[config.mk]
export PLATFORM = sky130hd
export DESIGN_NAME = c_sram_readback
export DESIGN_NICKNAME = d
export VERILOG_FILES = /design/src/rtl/c_rb_pkg.sv /design/src/rtl/c_sram_readback.sv
export SDC_FILE = /design/constraint.sdc
export NUM_CORES = 1
export LEC_CHECK = 0
export CELL_PAD_IN_SITES_DETAIL_PLACEMENT = 0
export CELL_PAD_IN_SITES_GLOBAL_PLACEMENT = 1
export CORE_UTILIZATION = 40
export CTS_BUF_LIST = sky130_fd_sc_hd__clkbuf_8
export DETAILED_ROUTE_END_ITERATION = 7
export DONT_BUFFER_PORTS = 1
export PLACE_DENSITY_LB_ADDON = 0.15
export SETUP_SLACK_MARGIN = 0.02
export SYNTH_ARGS = -nofsm -noshare
export SYNTH_HDL_FRONTEND = slang
export SYNTH_SLANG_ARGS = --single-unit
[constraint.sdc]
create_clock -name clk -period 2.48 [get_ports clk]
set_clock_uncertainty 0.1 [all_clocks]
set_input_delay 0.496 -clock clk [delete_from_list [all_inputs] [get_ports clk]]
set_output_delay 0.496 -clock clk [all_outputs]
set_load 0.02 [all_outputs]
[src/rtl/c_rb_pkg.sv]
// Shared types and width helpers for the C-SRAM readback engine.
package c_rb_pkg;

  typedef enum logic [2:0] {
    IDLE,
    WAIT_CV,
    REQ,
    OUT,
    DONE
  } rb_state_t;

  // Index width that stays at least one bit for degenerate 1-row/1-col tiles
  function automatic int idx_w(input int n);
    return (n <= 1) ? 1 : $clog2(n);
  endfunction

endpackage

[src/rtl/c_sram_readback.sv]
// Drains a finished C tile from the controller's CPU read port, one read in
// flight at a time, and streams each element out tagged with row/col/last.
module c_sram_readback
  import c_rb_pkg::*;
#(
  parameter int M       = 8,
  parameter int N       = 8,
  parameter int DATA_W  = 32,
  parameter int ROW_W   = idx_w(M),
  parameter int COL_W   = idx_w(N),
  parameter int TIMEOUT = 1024
) (
  input  logic              clk,
  input  logic              rst,
  input  logic              start,
  input  logic              C_valid,
  output logic              cpu_c_en,
  output logic              cpu_c_re,
  output logic [ROW_W-1:0]  cpu_c_row,
  output logic [COL_W-1:0]  cpu_c_col,
  input  logic [DATA_W-1:0] cpu_c_rdata,
  input  logic              cpu_c_rvalid,
  output logic              out_valid,
  input  logic              out_ready,
  output logic [DATA_W-1:0] out_data,
  output logic [ROW_W-1:0]  out_row,
  output logic [COL_W-1:0]  out_col,
  output logic              out_last,
  output logic              busy,
  output logic              done,
  output logic              err_timeout
);

  localparam int TW = $clog2(TIMEOUT + 2);
  localparam logic [ROW_W-1:0] ROW_MAX = ROW_W'(M - 1);
  localparam logic [COL_W-1:0] COL_MAX = COL_W'(N - 1);
  localparam logic [TW-1:0]    T_LAST  = TW'((TIMEOUT > 0) ? TIMEOUT - 1 : 0);

  rb_state_t         state, state_n;
  logic [ROW_W-1:0]  row, row_n;
  logic [COL_W-1:0]  col, col_n;
  logic [TW-1:0]     tcnt, tcnt_n;
  logic              en_n, out_valid_n, out_last_n;
  logic [DATA_W-1:0] out_data_n;
  logic [ROW_W-1:0]  out_row_n;
  logic [COL_W-1:0]  out_col_n;
  logic              busy_n, done_n, err_n;
  logic              at_end, timed_out;

  assign at_end    = (row == ROW_MAX) && (col == COL_MAX);
  assign timed_out = (TIMEOUT > 0) && (tcnt == T_LAST);

  // The request address is the sweep counter itself, so it is registered and
  // naturally held stable for the whole REQ phase.
  assign cpu_c_row = row;
  assign cpu_c_col = col;
  assign cpu_c_re  = cpu_c_en;

  always_ff @(posedge clk) begin
    if (!rst) begin
      state       <= IDLE;
      row         <= '0;
      col         <= '0;
      tcnt        <= '0;
      cpu_c_en    <= 1'b0;
      out_valid   <= 1'b0;
      out_data    <= '0;
      out_row     <= '0;
      out_col     <= '0;
      out_last    <= 1'b0;
      busy        <= 1'b0;
      done        <= 1'b0;
      err_timeout <= 1'b0;
    end else begin
      state       <= state_n;
      row         <= row_n;
      col         <= col_n;
      tcnt        <= tcnt_n;
      cpu_c_en    <= en_n;
      out_valid   <= out_valid_n;
      out_data    <= out_data_n;
      out_row     <= out_row_n;
      out_col     <= out_col_n;
      out_last    <= out_last_n;
      busy        <= busy_n;
      done        <= done_n;
      err_timeout <= err_n;
    end
  end

  always_comb begin
    state_n = state;
    case (state)
      IDLE:    if (start) state_n = WAIT_CV;
      WAIT_CV: if (C_valid) state_n = REQ;
      REQ: begin
        if (cpu_c_rvalid)   state_n = OUT;
        else if (timed_out) state_n = DONE;
      end
      OUT:     if (out_ready) state_n = out_last ? DONE : REQ;
      DONE:    state_n = IDLE;
      default: state_n = IDLE;
    endcase
  end

  // Next values of every registered output; en is raised on the same edge
  // that enters REQ so the request appears with no extra bubble.
  always_comb begin
    row_n       = row;
    col_n       = col;
    tcnt_n      = tcnt;
    en_n        = cpu_c_en;
    out_valid_n = out_valid;
    out_data_n  = out_data;
    out_row_n   = out_row;
    out_col_n   = out_col;
    out_last_n  = out_last;
    err_n       = err_timeout;
    done_n      = 1'b0;
    case (state)
      IDLE: begin
        if (start) begin
          err_n = 1'b0;
          row_n = '0;
          col_n = '0;
        end
      end
      WAIT_CV: begin
        if (C_valid) begin
          en_n   = 1'b1;
          tcnt_n = '0;
        end
      end
      REQ: begin
        if (cpu_c_rvalid) begin
          en_n        = 1'b0;
          out_valid_n = 1'b1;
          out_data_n  = cpu_c_rdata;
          out_row_n   = row;
          out_col_n   = col;
          out_last_n  = at_end;
        end else if (timed_out) begin
          en_n   = 1'b0;
          err_n  = 1'b1;
          done_n = 1'b1;
        end else begin
          tcnt_n = tcnt + TW'(1);
        end
      end
      OUT: begin
        if (out_ready) begin
          out_valid_n = 1'b0;
          out_last_n  = 1'b0;
          if (out_last) begin
            done_n = 1'b1;
          end else begin
            en_n   = 1'b1;
            tcnt_n = '0;
            if (col == COL_MAX) begin
              col_n = '0;
              row_n = row + ROW_W'(1);
            end else begin
              col_n = col + COL_W'(1);
            end
          end
        end
      end
      default: ;
    endcase
    busy_n = (state_n != IDLE);
  end

endmodule

### Word-level counts from Yosys, hierarchy flattened

Cells that the tools add are included.

| storage, ports and cells | value |
|---|---|
| bits in read-only memories | 0 |
| memories | 0 |
| latch bits | 0 |
| bits of input ports | 38 |
| word-level logic and storage cells | 88 |
| bits in writable memories | 0 |
| register bits after elaboration | 64 |

| cells by class | value |
|---|---|
| muxes and demuxes | 42 |
| div/mod/pow operators | 0 |
| add/sub/neg operators | 3 |
| order comparisons | 0 |
| $mul | 0 |
| reduce and logical (&&, ||, !) cells | 14 |
| eq/ne operators | 16 |
| bitwise operators | 0 |
| shift-type cells | 0 |

Operators with widths:

| kind | count |
|---|---|
| 11-bit 2-to-1 mux | 5 |
| 3-bit 2-to-1 mux | 13 |
| 11-bit case mux with 3 select lines | 1 |
| 2-bit != test (second input constant) | 9 |
| 1-bit 2-to-1 mux | 15 |
| 3-bit case mux with 2 select lines | 2 |
| 3-bit case mux with 4 select lines | 1 |
| 11-bit by 1-bit adder with 11-bit output (second input constant) | 1 |
| 11-bit by 10-bit equality test with 1-bit output (second input constant) | 1 |
| 5-bit AND reduction | 2 |
| 1-bit case mux with 2 select lines | 4 |
| 4-bit AND reduction | 2 |
| 3-bit by 1-bit adder with 3-bit output (second input constant) | 2 |
| 3-bit by 2-bit equality test with 1-bit output (second input constant) | 2 |
| 3-bit equality test (second input constant) | 2 |
| 6-bit AND reduction | 1 |
| 2-bit nonzero test | 3 |
| 3-bit nonzero test | 2 |
| 3-bit by 1-bit equality test with 1-bit output (second input constant) | 1 |
| 3-bit logical NOT | 1 |
| 3-bit != test (second input constant) | 1 |
| 1-bit case mux with 3 select lines | 1 |
| 3-bit AND reduction | 1 |
| 2-bit AND reduction | 1 |
| 1-bit logical AND | 1 |

### Logic depth before layout (Yosys ltp)

Gate-level depths: netlist of run 1.

| depth | value |
|---|---|
| word-level depth | 5 |
| mapped depth | 6 |
| mapped depth without buffers | 6 |

### Worst setup path before layout of run 1

Ideal clock, no wire load.

| path | value |
|---|---|
| path type | register to register |
| from | reg col[0] (netlist: cpu_c_col[0]) |
| to | reg row[1] (netlist: cpu_c_row[1]) |
| period minus slack after synthesis | 1.874 ns |
| cell stages (with the launch flop) | 7 |
| path slack | 0.606 ns |
| required time | 2.310 ns |
| data arrival time | 1.704 ns |
| cell sequence | dfxtp_1 > ha_1 > ha_1 > inv_1 > o21a_2 > or4b_1 > a21boi_1 |

| between the ends | value |
|---|---|
| word-level cells in the longest chain between the ends | 3 |

Ends and longest elaborated chain:

| item | line | text |
|---|---|---|
| from (decl) | c_sram_readback.sv:41 | `logic [COL_W-1:0] col, col_n;` |
| from (signal assigned) | c_sram_readback.sv:77 | `col <= col_n;` |
| 3-bit equality test | c_sram_readback.sv:159 | `if (col == COL_MAX) begin` |
| 2-bit != test (no line) | -- |  |
| 5-bit AND reduction (no line) | -- |  |
| to (signal assigned) | c_sram_readback.sv:76 | `row <= row_n;` |
| to (decl) | c_sram_readback.sv:40 | `logic [ROW_W-1:0] row, row_n;` |

Every way passes these cells.
A chain may end at the register's enable or synchronous reset.

### Worst setup path in the final report of run 1

| path | value |
|---|---|
| from | reg state[1] |
| to | reg tcnt[9] |

| between the ends | value |
|---|---|
| word-level cells in the longest chain between the ends | 3 |
| elaborated cells between the ends (all ways) | 11 |
| those cells by class | 8 x eq/ne; 1 x mux; 2 x reduce/logical |

Ends and longest elaborated chain:

| item | line | text |
|---|---|---|
| from (decl) | c_sram_readback.sv:39 | `rb_state_t state, state_n;` |
| from (signal assigned) | c_sram_readback.sv:75 | `state <= state_n;` |
| 3-bit by 2-bit equality test with 1-bit output / 3-bit by 1-bit equality test with 1-bit output (equally long branches) | c_sram_readback.sv:120 | `case (state)` |
| 2-bit != test (no line) / 3-bit nonzero test (equally long branches) | -- |  |
| 6-bit AND reduction (no line) | -- |  |
| to (signal assigned) | c_sram_readback.sv:78 | `tcnt <= tcnt_n;` |
| to (decl) | c_sram_readback.sv:42 | `logic [TW-1:0] tcnt, tcnt_n;` |

Several ways; a longest one is shown, not always the timed one.

==> impl_results.md, run 1 <==
* Syn Inst Count at 323
* Cell Rows at 29
* Multi-input gate area at about 1400 um2
* Worst path cell trace: nor4b_4, o41ai_1, buf_4, or4b_1, a21oi_1
* Tot GR Track Use at 17.70%
* Peak supply drop at ~320 uV
* TritonCTS buffer count at 9
* GR Layer Usage met3 at 7.977%
* Final Max Slew Viols at 0
* Initial Util at between 40% and 50%
* H-tree depth at 3
* Max-Cap Viols at 0
* Final hold violations at 0
* Hold Startpoint: rst
* Number of synthesized register bits at 64
* Reg2Reg Setup Slack at around 0.34 ns
* Post-CTS Setup Repair Bufs at 0
* Synth top area cells: dfxtp_1 46%, nand2_1 11%, a21boi_0 9.2%, a21boi_1 2.4%, ha_1 2.3%
* Pre-antenna DRT Iters at 4
* Sequential share of power at 55.0%
* Antenna diode instance count at 0
* WHS Path Cells at 1
* NetSw at around 0.00053 W
* LEAKAGE at 1.013 nW
* Unrepaired setup endpoints after global routing: false
* Setup crit start kind: flop
* FF/Latch Area at between 1000 and 1500 um2
* CTS root buf: clkbuf_8
* GRT busiest layer: met2
* Most frequent cells in the layout: 83 x nand2_1, 64 x dfxtp_1, 34 x a21boi_0
* Worst reg-to-reg path cell count at 5
* Worst-path maximum fanout at 12
* Layout area overhead at 9.148%
* Via count at 2183
* Final worst path period share at a little under nine tenths
* EDFF count, synth at 0
* Ys Warns at 0
* Port bufs at 0
* Int Power at 0.001464 W
* CP Capture Type: flop
* Mean Syn Cell Area at 8.596 um2
* Setup TNS at 0 ns
* Net count after synthesis at 366
* Post-synth ARST share at 0%
* Switching Share at 26.74%
* Minimum clock period at 2.138 ns
* Initial antenna violation count at 0
* Worst-Skew Late Latency at 0.34 ns
* Hold WC Path Type: primary input to flop
* Grt met1 use at 20.76%
* Critical Path RT at 2.65 ns
* Vias in the first global route at around 2000
* Synth cell types at between 40 and 50
* Critical-path top delay cell: dfxtp_1
* Residual DRC at 0
* Most common cell after layout, fill and taps aside: nand2_1
* Core area at 6531 um2
* Die area at 7278 um2
* Met2 Usage GRT at 28.45%
* Pin count of the biggest net entering global routing at 59
* CTS resizes at 0
* Worst R2R End: tcnt[9]
* Die Span Y at 85.31 um
* Die Wd at 85.31 um
* Clock-pin slew on the worst setup and hold paths at 0.07 ns
* Status: finished clean
* Yosys top cell area share at between 40% and 50%
* Clock power frac at 39.5%
* Remaining antenna violation count after routing at 0
* CTS tree: built
* Final worst setup slack at 0.3416 ns
* Sequential element share of the synthesized area at 46.15%
* Slew at the pin with the worst max-slew slack at 0.4659 ns
* Hold buffer count at cts at 0
* Setup violators final at 0
* GRT overflow at 0
* Power density over the cells at about 660 nW/um2
* Detailed Place HPWL at ~4000 um
* Rel. slew slack at 68.81%
* Crit path DAT at 2.31 ns
* Leading area contributor after synthesis: dfxtp_1
* Fmax at 0.4676 GHz
* Max Buffers Root-to-Sink at 2
* Post-Syn Area at approximately 2800 um2
* Worst path max stage delay at 0.53 ns
* IO Count at 89
* Detailed-route vias per instance at 5.403
* Sink Count at 64
* Layout cell share with drive strength beyond 1 at 9.480%
* Crit path kind: flop to flop
* Main synth FF type: dfxtp_1
* Pre-CTS WS at 0.3986 ns
* First-pass GRT wire length at 9887 um
* Nets@finish at 365
* WL final at a little over 6000 um
* Initial DRC Count at 121
* Combinational power share at 5.5%
* WL per Instance at 15.24 um
* Routability cong. at between 0.7 and 0.8
* WHS Endpoint: tcnt[0]
* R2r startpoint: state[1]
* Number of fill cells in the layout at 658
## area by class of cell
class / count / area share [%]
Inverter: 6 / 0.7432
Multi-Input combinational cell: 231 / 45.25
Clock inverter: 7 / 1.569
Clock buffer: 9 / 4.088
Sequential cell: 64 / 42.28
Tap cell: 77 / 3.179
Timing Repair Buffer: 10 / 2.890
## worst max-delay path, delay by kind of cell, from the launching register on
kind | cells | cell delay [ns]
and+or+nand+nor | 2 | 0.94
DFF | 1 | 0.53
AOI/OAI and AO/OA | 2 | 0.30
buffers and inverters | 1 | 0.20
## synthesized netlist by cell type (all sizes together) (4+ instances only)
cell,count
ha,5
or4b,4
nor2b,9
buf,9
nand4,4
inv,6
nand2,83
nor2,7
or4,4
a21boi,43
nand3,5
a21oi,10
clkbuf,13
o21ai,10
dfxtp,64
## sequential cells by signal (all words and copies together) (netlist names)
name	count
out_data	32
tcnt	11
cpu_c_col	3
cpu_c_row	3
out_col	3
out_row	3
state	3
busy	1
cpu_c_en	1
done	1
err_timeout	1
out_last	1
out_valid	1
## power groups by stage
stage / Combinational (W) / Clock [W] / Sequential, W
6_report: 0.000110 / 0.000789 / 0.00110
5_1_grt: 0.000123 / 0.000869 / 0.00110
4_1_cts: 0.000112 / 0.000827 / 0.00110
3_5_place_dp: 0.000112 / 0 / 0.00112
3_3_place_gp: 0.000110 / 0 / 0.00112
2_1_floorplan: 0.000110 / 0 / 0.00111
## how the worst max path moves through the flow
stage | depth (start not counted) | start | to | slack (ns)
after floorplan | 6 | cpu_c_col[0] | cpu_c_row[1] | 0.61
after global placement | 5 | state[2] | tcnt[9] | 0.43
after detailed placement | 5 | state[2] | tcnt[9] | 0.40
after CTS | 5 | state[2] | tcnt[9] | 0.38
after global routing | 5 | state[1] | tcnt[9] | 0.21
final | 5 | state[1] | tcnt[9] | 0.34
## cell families (layout without fill, tap and decap cells)
| family | Yosys count | count (layout) | synth area share (%) |
|---|---|---|---|
| compound gates | 81 | 81 | 20.41 |
| fa+ha+maj | 5 | 5 | 2.253 |
| buf+inv | 28 | 32 | 4.462 |
| flops | 64 | 64 | 46.15 |
| mux | 3 | 3 | 1.082 |
| simple gates | 142 | 142 | 25.64 |
## per-stage QoR
stage | util [%] | std cells | total power, W | hold slack [ns] | area (um2)
2_1_floorplan | - | 323 | 0.001220 | 0.3460 | 2776
3_3_place_gp | 43.77 | 388 | 0.001232 | 0.3768 | 2859
3_5_place_dp | 43.77 | 388 | 0.001235 | 0.3826 | 2859
4_1_cts | 46.40 | 404 | 0.002038 | 0.1545 | 3030
5_1_grt | 46.40 | 404 | 0.002094 | 0.1511 | 3030
6_report | 46.40 | 404 | 0.001998 | 0.1837 | 3030
## routing by layer
layer | up-vias | share of wire (%)
met4 | 0 | 1.5
met1 | 998 | 45
met3 | 9 | 7.1
li1 | 1116 | -
met2 | 60 | 47
met5 | - | 0
Note: power is estimated with default switching activity, not from simulation.
==> run 2: changes to the inputs <==
- CORE_UTILIZATION: 40 -> 47
==> run 2 against run 1 <==
  * Sequential power about the same
  * Setup slack improved by 0.057 ns
  * Fmax rose by 2.7%
  * Clock-buffer cell count increased by 2
  * Critical path type unchanged
  * Largest power group unchanged
  * Highest routed layer unchanged
==> impl_results.md, run 2 (synthesized netlist as in run 1, its figures left out) <==
* Layout cell share with drive strength beyond 1 at 8.923% (was 9.480%)
* Met2 WL at 2634 um (was 2870 um)
* CTS root buf: clkbuf_8 (unchanged)
* Vias in the first global route at 2014 (was 1998)
* Hold Startpoint: rst (unchanged)
* WHS Endpoint: cpu_c_en (was tcnt[0])
* Hold buffer count at cts at 0 (unchanged)
* Setup violators final at 0 (unchanged)
* Slew at the pin with the worst max-slew slack at 0.4417 ns (was 0.4659 ns)
* Most common cell after layout, fill and taps aside: nand2_1 (unchanged)
* GRT overflow at 0 (unchanged)
* Max Buffers Root-to-Sink at 2 (unchanged)
* Max-Cap Viols at 0 (unchanged)
* WL final at 5725 um (was 6155 um)
* Nets@finish at 365 (unchanged)
* Critical-path top delay cell: dfxtp_1 (unchanged)
* Final Max Slew Viols at 0 (unchanged)
* Via count at 2172 (was 2183)
* CTS resizes at 0 (unchanged)
* Unrepaired setup endpoints after global routing: false (unchanged)
* Worst path cell trace: nor4b_4, o41ai_1, buf_4, or4b_1, a21oi_1 (unchanged)
* Detailed Place HPWL at 3728 um (was 3916 um)
* WL per Instance at 14.42 um (was 15.24 um)
* Post-CTS Setup Repair Bufs at 0 (unchanged)
* TritonCTS buffer count at 9 (unchanged)
* Power after layout at 0.001987 W (was 0.001998 W)
* Crit path buf inv count at 1 (unchanged)
* Peak supply drop at 408.8 uV (was 318.1 uV)
* Status: finished clean (unchanged)
* Setup TNS at 0 ns (unchanged)
* Residual DRC at 0 (unchanged)
* Crit path DAT at 2.24 ns (was 2.31 ns)
* Power density over the cells at 657.2 nW/um2 (was 659.4 nW/um2)
* Sink Count at 64 (unchanged)
* Worst path max stage delay at 0.52 ns (was 0.53 ns)
* Hold WC Path Type: primary input to flop (unchanged)
* Most flops, register: out_data (unchanged)
* Met1 WL at 2589 um (was 2755 um)
* Worst reg-to-reg path cell count at 5 (unchanged)
* Minimum clock period at 2.082 ns (was 2.138 ns)
* Crit path from: state[1] (unchanged)
* Reg2Reg Setup Slack at 0.40 ns (was 0.34 ns)
* Initial antenna violation count at 0 (unchanged)
* WHS Path Cells at 1 (unchanged)
* Layout area overhead at 8.878% (was 9.148%)
* Die area at 6219 um2 (was 7278 um2)
* Final worst path period share at 83.95% (was 86.23%)
* Routability cong. at 0.8341 (was 0.7262)
* Core area at 5608 um2 (was 6531 um2)
* R2r startpoint: state[1] (unchanged)
* Fmax at 0.4803 GHz (was 0.4676 GHz)
* Largest register FFs at 32 (unchanged)
* Worst R2R End: tcnt[9] (unchanged)
* Initial DRC Count at 92 (was 121)
* Biggest regs: out_data (32), tcnt (11) (unchanged)
* Largest delay share family, worst path: simple AND/OR/NAND/NOR gates (unchanged)
* Initial Util at 49.51% (was 42.51%)
* Crit path kind: flop to flop (unchanged)
* Most frequent cells in the layout: 83 x nand2_1, 64 x dfxtp_1, 34 x a21boi_0 (unchanged)
* First-pass GRT wire length at 9273 um (was 9887 um)
* Clock-pin slew on the worst setup and hold paths at 0.07 ns (about the same)
* Rel. slew slack at 70.51% (was 68.81%)
* Hold slack at 0.1873 ns (was 0.1837 ns)
* Port bufs at 0 (unchanged)
* Met3 WL at 392 um (was 438 um)
* CP Capture Type: flop (unchanged)
* H-tree depth at 3 (unchanged)
* Detailed-route vias per instance at 5.471 (was 5.403)
* Die Wd at 78.86 um (was 85.31 um)
* Setup crit start kind: flop (unchanged)
* LEAKAGE at 1.019 nW (was 1.013 nW)
* Final hold violations at 0 (unchanged)
* Remaining antenna violation count after routing at 0 (unchanged)
* Cell Rows at 27 (was 29)
* Pre-antenna DRT Iters at 4 (unchanged)
* CTS tree: built (unchanged)
* Highest routed layer: met4 (unchanged)
* Final design utilization at 53.90% (was 46.40%)
* Pin count of the biggest net entering global routing at 59 (unchanged)
* Critical Path RT at 2.64 ns (was 2.65 ns)
* Worst-path maximum fanout at 12 (unchanged)
* IO Count at 89 (unchanged)
* Worst-Skew Late Latency at 0.33 ns (was 0.34 ns)
* Tot GR Track Use at 19.57% (was 17.70%)
* Die Span Y at 78.86 um (was 85.31 um)
* Antenna diode instance count at 0 (unchanged)
-- run 2: cell count changes in the layout (fill, tap and decap cells not counted), sizes merged --
cell / change
clkinv: -1
clkbuf: +2
clkinvlp: -2
inv: -1
-- run 2: metrics by stage --
step	area, um2	setup slack (ns)	std cells
floorplan	2776	0.6062	323
global placement	2853	0.4753	383
detailed placement	2853	0.4562	383
CTS	3023	0.4081	397
global route	3023	0.2472	397
finish	3023	0.3981	397
-- run 2: where the power goes --
part           switching, W  total (W)  leakage (nW)  internal [W]
Clock              0.000376   0.000780        0.0910      0.000404
Combinational     0.0000564   0.000108         0.411     0.0000515
Sequential        0.0000478    0.00110         0.517       0.00105
-- run 2: final cells by class --
class / count / area, um2
Multi-Input combinational cell: 231 / 1371
Clock inverter: 3 / 18.77
Fill cell: 559 / 2585
Tap cell: 72 / 90.09
Clock buffer: 11 / 151.4
Timing Repair Buffer: 10 / 87.58
Sequential cell: 64 / 1281
Inverter: 6 / 22.52
-- run 2: per-layer routing --
metal / GRT usage [%] / up-vias
li1: - / 1110
met1: 21.90 / 997
met2: 32.43 / 56
met3: 6.092 / 9
met4: 12.00 / 0
met5: 0 / -
-- run 2: how the worst max path moves through the flow --
stage,to,slack [ns],cells past startpoint
6_report,tcnt[9],0.40,5
5_1_grt,tcnt[9],0.25,5
4_1_cts,tcnt[9],0.41,5
3_5_place_dp,tcnt[9],0.46,5
3_3_place_gp,tcnt[9],0.48,5
2_1_floorplan,cpu_c_row[1],0.61,6
-- run 2: worst register-to-register path, cell delays in order, from the launching register on --
cell,delay (ns)
dfxtp_1,0.52
nor4b_4,0.43
o41ai_1,0.14
buf_4,0.19
or4b_1,0.46
a21oi_1,0.15
==> run 3: changes to the inputs <==
- CORE_UTILIZATION: 47 -> 43
- clock period: 2.48 -> 1.8 ns (I/O delays scaled with it)
==> run 3 against run 2 <==
  * Cell count grew 6.5%
  * Die area up 9.1%
  * Register-to-register slack got worse by 0.33 ns
  * Non-clock buffer count up 21
  * Global-route usage about the same
  * Highest routed layer unchanged
  * Worst hold slack worse by 0.15 ns
  * Critical endpoint is now cpu_c_row[1]
  * First-iteration DRC count increased by 11%
  * Setup slack got worse by 0.33 ns
  * Sequential power rose by 37%
==> impl_results.md, run 3 (synthesized netlist as in run 1, its figures left out) <==
* IO Count at 89 (unchanged)
* CTS tree: built (unchanged)
* Sequential share of power at 48.8% (was 55.3%)
* Final hold violations at 0 (unchanged)
* Worst reg-to-reg path cell count at 4 (was 5)
* Max Buffers Root-to-Sink at 2 (unchanged)
* Largest register FFs at 32 (unchanged)
* Tot GR Track Use at 19.60% (was 19.57%)
* Setup violators final at 0 (unchanged)
* Nets@finish at 386 (was 365)
* Minimum clock period at 1.731 ns (was 2.082 ns)
* Peak supply drop at 497.5 uV (was 408.8 uV)
* R2r startpoint: state[1] (unchanged)
* Die area at 6782 um2 (was 6219 um2)
* Combinational power share at 5.7% (was 5.4%)
* Clock-pin slew on the worst setup and hold paths at 0.07 ns (about the same)
* Post-CTS Setup Repair Bufs at 0 (unchanged)
* Most frequent cells in the layout: 82 x nand2_1, 58 x dfxtp_1, 34 x a21boi_0 (was 83 x nand2_1, 64 x dfxtp_1, 34 x a21boi_0)
* Die Wd at 82.36 um (was 78.86 um)
* Routability cong. at 0.7778 (was 0.8341)
* Critical Path RT at 1.98 ns (was 2.64 ns)
* Worst Setup EP: cpu_c_row[1] (was tcnt[9])
* Fmax at 0.5778 GHz (was 0.4803 GHz)
* H-tree depth at 3 (unchanged)
* TritonCTS buffer count at 9 (unchanged)
* Biggest regs: out_data (32), tcnt (11) (unchanged)
* Reg2Reg Setup Slack at 0.07 ns (was 0.40 ns)
* Unrepaired setup endpoints after global routing: true (was false)
* Hold WC Path Type: primary input to flop (unchanged)
* Worst R2R End: cpu_c_row[1] (was tcnt[9])
* CP Capture Type: flop (unchanged)
* Initial antenna violation count at 0 (unchanged)
* Via count at 2264 (was 2172)
* Most common cell after layout, fill and taps aside: nand2_1 (unchanged)
* LEAKAGE at 1.167 nW (was 1.019 nW)
* Status: finished clean (unchanged)
* Crit path DAT at 1.91 ns (was 2.24 ns)
* Sink Count at 64 (unchanged)
* Power density over the cells at 936.2 nW/um2 (was 657.2 nW/um2)
* Layout area overhead at 19.15% (was 8.878%)
* Slew at the pin with the worst max-slew slack at 0.4182 ns (was 0.4417 ns)
* Int Power at 0.002388 W (was 0.001507 W)
* Pre-antenna DRT Iters at 4 (unchanged)
* Max-Cap Viols at 0 (unchanged)
* Hold buffer count at cts at 0 (unchanged)
* WL per Instance at 14.55 um (was 14.42 um)
* Vias in the first global route at 2093 (was 2014)
* Final design utilization at 54.58% (was 53.90%)
* Power after layout at 0.003097 W (was 0.001987 W)
* Residual DRC at 0 (unchanged)
* Detailed Place HPWL at 4124 um (was 3728 um)
* Antenna diode instance count at 0 (unchanged)
* Clock power frac at 45.6% (was 39.3%)
* Initial Util at 45.81% (was 49.51%)
* Port bufs at 0 (unchanged)
* Rel. slew slack at 71.76% (was 70.51%)
* Remaining antenna violation count after routing at 0 (unchanged)
* Number of fill cells in the layout at 598 (was 559)
* Crit path kind: flop to flop (unchanged)
* Worst-Skew Late Latency at 0.34 ns (was 0.33 ns)
* First-pass GRT wire length at 9860 um (was 9273 um)
* Hold Startpoint: rst (unchanged)
* Core area at 6061 um2 (was 5608 um2)
* Layout cell share with drive strength beyond 1 at 18.68% (was 8.923%)
* Worst-path maximum fanout at 7 (was 12)
* Pin count of the biggest net entering global routing at 59 (unchanged)
* Die Span Y at 82.36 um (was 78.86 um)
* Setup crit start kind: flop (unchanged)
* Final worst path period share at 96.14% (was 83.95%)
* Crit path from: state[1] (unchanged)
* WHS Path Cells at 1 (unchanged)
* Detailed-route vias per instance at 5.352 (was 5.471)
* NetSw at 0.0007087 W (was 0.0004802 W)
* Most flops, register: out_data (unchanged)
* Final Max Slew Viols at 0 (unchanged)
* GRT overflow at 0 (unchanged)
* Initial DRC Count at 102 (was 92)
* Switching Share at 22.88% (was 24.17%)
* Cell Rows at 28 (was 27)
* CTS root buf: clkbuf_8 (unchanged)
* WL final at 6154 um (was 5725 um)
## run 3: changes by cell type in the layout (fill, tap and decap cells not counted), sizes merged
| cell | change |
|---|---|
| buf | +21 |
| bufinv | +2 |
## run 3: how the worst min path moves through the flow
stage | to | slack, ns
after detailed placement | tcnt[9] | 0.37
after CTS | cpu_c_en | 0.03
after floorplan | tcnt[9] | 0.35
after global placement | tcnt[9] | 0.36
final | tcnt[0] | 0.04
after global routing | tcnt[0] | 0.02
## run 3: power groups by stage
| stage | registers [W] | logic (W) | clock network, W |
|---|---|---|---|
| finish | 0.00151 | 0.000175 | 0.00141 |
| global route | 0.00152 | 0.000198 | 0.00150 |
| global placement | 0.00154 | 0.000173 | 0 |
| detailed placement | 0.00154 | 0.000175 | 0 |
| floorplan | 0.00153 | 0.000151 | 0 |
| CTS | 0.00151 | 0.000177 | 0.00145 |
## run 3: area by class of cell
cell class / count / area (um2) / share of cell area, %
Sequential cell: 64 / 1289 / 38.96
Timing Repair Buffer: 31 / 270.3 / 8.169
Clock buffer: 11 / 151.4 / 4.576
Multi-Input combinational cell: 231 / 1403 / 42.40
Inverter: 6 / 22.52 / 0.6808
Tap cell: 75 / 93.84 / 2.837
Clock inverter: 5 / 78.83 / 2.383
## run 3: worst max-delay path, cell delays in order (launching register included)
cell and delay (ns):
dfxtp_2 0.36, or3b_4 0.41, o21a_2 0.16, or4b_1 0.50
a21boi_1 0.14
## run 3: what timing repair did
action	CTS	global route
resized for setup	3	10
pin swaps	0	3
setup endpoints to repair	2	13
## run 3: through the flow
step | instances | TNS [ns] | setup slack [ns] | hold slack [ns] | cell area (um2)
2_1_floorplan | 323 | 0 | 0.02050 | 0.3460 | 2779
3_3_place_gp | 407 | 0 | 0.05111 | 0.3646 | 3042
3_5_place_dp | 407 | 0 | 0.009952 | 0.3694 | 3042
4_1_cts | 423 | 0 | 0.02807 | 0.02958 | 3282
5_1_grt | 423 | -0.007037 | -0.007037 | 0.02441 | 3308
6_report | 423 | 0 | 0.06940 | 0.03971 | 3308
## run 3: routing by layer
metal | GRT usage (%) | routed length, um | vias up
met5 | 0 | 0 | -
met4 | 10.00 | 120 | 0
met3 | 6.264 | 394 | 9
met2 | 31.74 | 2830 | 62
met1 | 23.16 | 2807 | 1039
li1 | - | - | 1154
